$ cat config.mk
export PLATFORM = sky130hd
export DESIGN_NAME = seq_det_param_moore
export DESIGN_NICKNAME = d
export VERILOG_FILES = /design/src/rtl/seq_det_param_moore.sv
export SDC_FILE = /design/constraint.sdc
export NUM_CORES = 1
export LEC_CHECK = 0
export BUFFER_PORTS_ARGS = -buffer_cell sky130_fd_sc_hd__buf_2
export CORE_AREA = 2 2 39 41
export CTS_BUF_LIST = sky130_fd_sc_hd__clkbuf_4
export CTS_CLUSTER_DIAMETER = 200
export DETAILED_ROUTE_END_ITERATION = 16
export DIE_AREA = 0 0 41 43
export GPL_ROUTABILITY_DRIVEN = 0
export PLACE_DENSITY_LB_ADDON = 0.15
export SETUP_SLACK_MARGIN = 0.3
export SLEW_MARGIN = 5
export SYNTH_ARGS = -nofsm -noshare
export SYNTH_HDL_FRONTEND = slang
export SYNTH_SLANG_ARGS = --single-unit
$ cat constraint.sdc
create_clock -name clk -period 1.7 [get_ports clk]
set_input_delay 0.17 -clock clk [delete_from_list [all_inputs] [get_ports clk]]
set_output_delay 0.17 -clock clk [all_outputs]
set_load 0.02 [all_outputs]
$ cat src/rtl/seq_det_param_moore.sv
// seq_det_param_moore: loadable-pattern serial sequence detector, Moore output, optional overlap.
// Define SEQ_DET_COUNT_EN to build the saturating detection counter; otherwise det_cnt is tied to 0.
module seq_det_param_moore #(
  parameter int PAT_W = 3,
  parameter int CNT_W = 8
) (
  input  logic             clk,
  input  logic             rst,
  input  logic             x,
  input  logic             en,
  input  logic [PAT_W-1:0] pat,
  input  logic             pat_load,
  input  logic             overlap,
  output logic             y,
  output logic             armed,
  output logic [CNT_W-1:0] det_cnt
);
  localparam int FW = $clog2(PAT_W + 1);
  localparam logic [FW-1:0] FULL = FW'(PAT_W);
  typedef enum logic [1:0] {IDLE, SCAN, HIT} state_t;
  state_t state_q, state_d;
  logic [PAT_W-1:0] pat_q, pat_d, hist_q, hist_d, hist_n;
  logic [FW-1:0] fill_q, fill_d, fill_n;
  logic acc, match;
  always_comb begin
    acc = en && !pat_load && state_q != IDLE;
    hist_n = {hist_q[PAT_W-2:0], x};
    fill_n = (fill_q == FULL) ? fill_q : fill_q + FW'(1);
    match = acc && fill_n == FULL && hist_n == pat_q;
    pat_d = pat_load ? pat : pat_q;
    state_d = pat_load ? SCAN : (state_q == IDLE) ? IDLE : match ? HIT : SCAN;
    // a non-overlapping match starts the next search from an empty history
    hist_d = (pat_load || (match && !overlap)) ? '0 : acc ? hist_n : hist_q;
    fill_d = (pat_load || (match && !overlap)) ? '0 : acc ? fill_n : fill_q;
  end
  always_ff @(posedge clk or negedge rst) begin
    if (!rst) begin
      state_q <= IDLE;
      pat_q <= '0;
      hist_q <= '0;
      fill_q <= '0;
    end else begin
      state_q <= state_d;
      pat_q <= pat_d;
      hist_q <= hist_d;
      fill_q <= fill_d;
    end
  end
  assign y = state_q == HIT;
  assign armed = state_q != IDLE;
`ifdef SEQ_DET_COUNT_EN
  logic [CNT_W-1:0] cnt_q, cnt_d;
  always_comb begin
    cnt_d = pat_load ? '0 : (match && cnt_q != '1) ? cnt_q + CNT_W'(1) : cnt_q;
  end
  always_ff @(posedge clk or negedge rst) begin
    if (!rst) cnt_q <= '0;
    else cnt_q <= cnt_d;
  end
  assign det_cnt = cnt_q;
`else
  assign det_cnt = '0;
`endif
endmodule

; Word-level counts from Yosys, hierarchy flattened
; Index checks and enable logic that the tools add are counted.
[word_totals]
ff_bits = 9
output_inout_bits = 10
input_bits = 9
[op_classes]
addsub = 1
reduce_logical = 11
n_mux = 8
n_eq_ne = 4
[ops]
columns = op, n
row1 = 2-bit 2-to-1 mux, 8
row2 = 2-bit equality test (second input constant), 3
row3 = 1-bit logical AND, 5
row4 = 2-bit nonzero test, 2
row5 = 3-bit equality test, 1
row6 = 2-bit by 1-bit adder with 2-bit output (second input constant), 1
row7 = 1-bit logical NOT, 2
row8 = 2-bit logical NOT, 1
row9 = 1-bit logical OR, 1

; Longest topological paths before layout
[logic_depth]
depth_word = 8
mapped_depth = 3
depth_no_buf = 3

; Worst setup path before layout
; OpenSTA, ideal clock, no wires.
[synth_timing]
path_type = register to register
from = reg pat_q[2]
to = reg hist_q[0]
synth_period_minus_slack_ns = 1.119
t_arrival_ns = 0.998
setup_ns = 0.121
path_stages_with_launch = 4
t_required_ns = 1.579
slack_ns = 0.581
path_cell_list = dfrtp_1 > xnor2_2 > nand4_2 > a32o_2
[synth_via]
elab_chain_cells = 5
elab_cells_between_ends = 6
classes_between = eq/ne (1) / mux (1) / reduce/logical (4)
[synth_rtl]
columns = item, line_no
row1 = from (decl), 22  ; logic [PAT_W-1:0] pat_q, pat_d, hist_q, hist_d, hist_n;
row2 = from (signal assigned), 44  ; pat_q <= pat_d;
row3 = 3-bit equality test (*), 29  ; match = acc && fill_n == FULL && hist_n == pat_q;
row4 = 1-bit logical AND (*), 29
row5 = 1-bit logical AND (*), 33  ; hist_d = (pat_load || (match && !overlap)) ? '0 : acc ? hist_n : hist_q;
row6 = 1-bit logical OR (*), 33
row7 = 2-bit 2-to-1 mux or 2-bit nonzero test (tied branches), -
row8 = to (signal assigned), 45  ; hist_q <= hist_d;
row9 = to (decl), 22
; Every way passes the cells marked *; elsewhere a longest branch is shown, timed or not.
; A chain may end at the register's enable or synchronous reset.

; Worst setup path after layout
[layout_timing]
from = reg state_q[1]
to = out armed
[layout_via]
elab_chain_cells = 1
[layout_rtl]
columns = item, line_no
row1 = from (decl), 21  ; state_t state_q, state_d;
row2 = from (signal assigned), 43  ; state_q <= state_d;
row3 = 2-bit nonzero test, 50  ; assign armed = state_q != IDLE;
row4 = to (decl), 15  ; output logic armed,
; No other way between the ends.

==> flow_summary.toml <==
[route]
routed_wl_um = 853
remaining_drc_errors = 0
drt_iter0_drc = 1
detail-route-antenna-nets = 0
vias_per_cell = 4.64
wire_per_inst_um = 11.5
vias = 343
firstDrtPassIters = 2

[cts]
cts.reportedPaths.clkPinSlew_ps = 60
tritoncts = "yes"
clock_latency_ps = 260
cts_htree_levels = 1
hold_buffers = 1
cts_num_sinks = 9
clockRootBuffer = "clkbuf_4"
cts_setup_buffers = 0
ctsResizeCount = 0
clockBufferDepth = 2
cts_buffers = 3

[logic_synthesis]
synth_top_area_frac = 0.433
synthTopCellsByArea = "dfrtp_1, buf_4, xnor2_2, mux2_2, a32o_2"
ys_ff_latch = 9
synth.most_common_cell = "dfrtp_1"
syn-instance-count = 45
synth_area_um2 = 520
synth_ff_type = "dfrtp_1"
ys_seq_area_frac = 0.433
ys_top_cells_by_count = "dfrtp_1, buf_4, mux2_2, xnor2_2"
synth-edff-count = 0
ys_warn_count = 0
async_reset_ff_frac = 1.00
synth.distinct_cells = 23
syn_avg_cell_area_um2 = 11.6
synth_area_leader_cell = "dfrtp_1"

[setup_path]
worstPathRequired_ps = 1530
cp_cell_sequence = "or2_2 > buf_2"
reg2reg_depth = 3
cp-start-kind = "flip-flop"
worst_setup_path_end_kind = "output pin"
critPathMaxStageDelay_ps = 390
cp_max_fo = 4
worstSetupPathType = "reg -> out"
crit_slowest_cell = "dfrtp_1"
r2r-end = "hist_q[1]"
worstReg2RegStart = "state_q[1]"
reg2reg_setup_slack_ps = 440
cp.arrival_ps = 1120

[power_and_ir_drop]
p_seq_frac = 0.474
intPower_mw = 0.373
total_leakage_power_nw = 0.304
clkPwrFrac = 0.361
p_comb_frac = 0.165
power_switching_mw = 0.137
powerDensity_mw_per_mm2 = 862
ir_drop_mv = 0.394
sw_frac_of_total = 0.268

[die]
rows = 14
boundaryPins = 19
fp.coreArea_mm2 = 0.00138
die_h_um = 43
dieArea_mm2 = 0.00176
die_w_um = 41
start_util = 0.376

[global_route]
met3_usage = 0.0157
grt_start_max_net_pins = 10
grt_pass1_wl_mm = 1.50
gr-usage-all-layers = 0.134
use_met1 = 0.195
gr-max-usage-layer = "met1"
use_met2 = 0.156
grt_pass1_vias = 332
antenna_found_initial = 0
overflow = 0

[final_layout]
final_nets = 68
syn_to_final_growth_pct = 13.7
antenna_cells = 0
stdcell_area_um2 = 592
num-fill-cells = 147
drive_gt1_frac = 0.414

[placement]
io_buffers = 10
placedInstanceArea_um2 = 552
detailed_place_hpwl_um = 660

[sta]
hold_viol = 0
fin_skew_ps = 3.47
maxSlewViolCount = 0
rsz0062_at_grt = "false"
setup_viol = 0
fin_tns_setup_ps = 0
post-route-period-util = 0.760
fin_crit_ps = 1290
fmax_mhz = 774

[min_path]
min_to = "pat_q[1]"
hp-start = "pat[1]"
hold_depth = 2
worstHoldPathType = "in -> reg"

[job]
cap_viol_max_count = 0

[status]
outcome = "finished, final reports clean"
-- registers in the layout, summed over array words and instances, names as in the netlist --
name / cells
state_q: 2
pat_q: 3
fill_q: 2
hist_q: 2
-- power by group through the flow --
stage          Sequential (mW)  Combinational, mW  Clock [mW]
4_1_cts                  0.242             0.0856       0.190
5_1_grt                  0.245             0.0940       0.199
6_report                 0.242             0.0843       0.184
3_5_place_dp             0.246             0.0835           0
3_3_place_gp             0.246             0.0833           0
2_1_floorplan            0.243             0.0786           0
-- per-layer routing --
layer  vias up  share of wire
met5         -              0
met4         0          0.018
met3         2          0.054
met2        12           0.49
met1       163           0.43
li1        166              -
-- placed cells by master (no fill, tap or decap), types with 2 or more instances in the layout --
cell type,Yosys,final
buf_2,1,10
dfrtp_1,9,9
conb_1,1,8
clkbuf_4,0,4
xnor2_2,3,3
mux2_2,3,3
a21o_1,2,2
nor2_1,2,2
a32o_2,2,2
-- metrics by stage --
| stage | setup slack, ps | total power, mW | utilization | instances | hold WS, ps |
|---|---|---|---|---|---|
| 2_1_floorplan | 581 | 0.322 | - | 52 | -126 |
| 3_3_place_gp | 469 | 0.329 | 0.399 | 69 | 33.5 |
| 3_5_place_dp | 450 | 0.330 | 0.399 | 69 | 35.8 |
| 4_1_cts | 395 | 0.518 | 0.428 | 74 | 130 |
| 5_1_grt | 318 | 0.538 | 0.428 | 74 | 137 |
| 6_report | 408 | 0.510 | 0.428 | 74 | 136 |
-- logic make-up after synthesis --
family | after synthesis | share of synthesized area
compound gates | 8 | 0.135
xor+xnor | 3 | 0.0938
buf+inv | 10 | 0.132
flops | 9 | 0.433
mux | 3 | 0.0649
other cells | 1 | 0.00720
simple gates | 11 | 0.135
-- worst max-delay path by stage --
stage / slack (ps) / end / cells after the start / startpoint
finish: 410 / armed / 2 / state_q[1]
global route: 320 / hist_q[1] / 3 / state_q[1]
CTS: 390 / armed / 2 / state_q[1]
detailed placement: 450 / hist_q[1] / 3 / state_q[1]
global placement: 470 / hist_q[1] / 3 / state_q[1]
floorplan: 580 / hist_q[0] / 3 / pat_q[2]
-- cell type report --
class | count | area (um^2) | share of cell area
Inverter | 1 | 3.75 | 0.00634
Timing Repair Buffer | 11 | 60.1 | 0.101
Tap cell | 16 | 20.0 | 0.0338
Sequential cell | 9 | 225 | 0.381
Multi-Input combinational cell | 33 | 253 | 0.427
Clock buffer | 4 | 30.0 | 0.0507
-- critical path, delay by kind of cell (launching register included) --
| kind | cells | cell delay, ps |
|---|---|---|
| and+or+nand+nor | 1 | 310 |
| buffers and inverters | 1 | 160 |
| DFF | 1 | 390 |
Note: power is estimated with default switching activity, not from simulation.
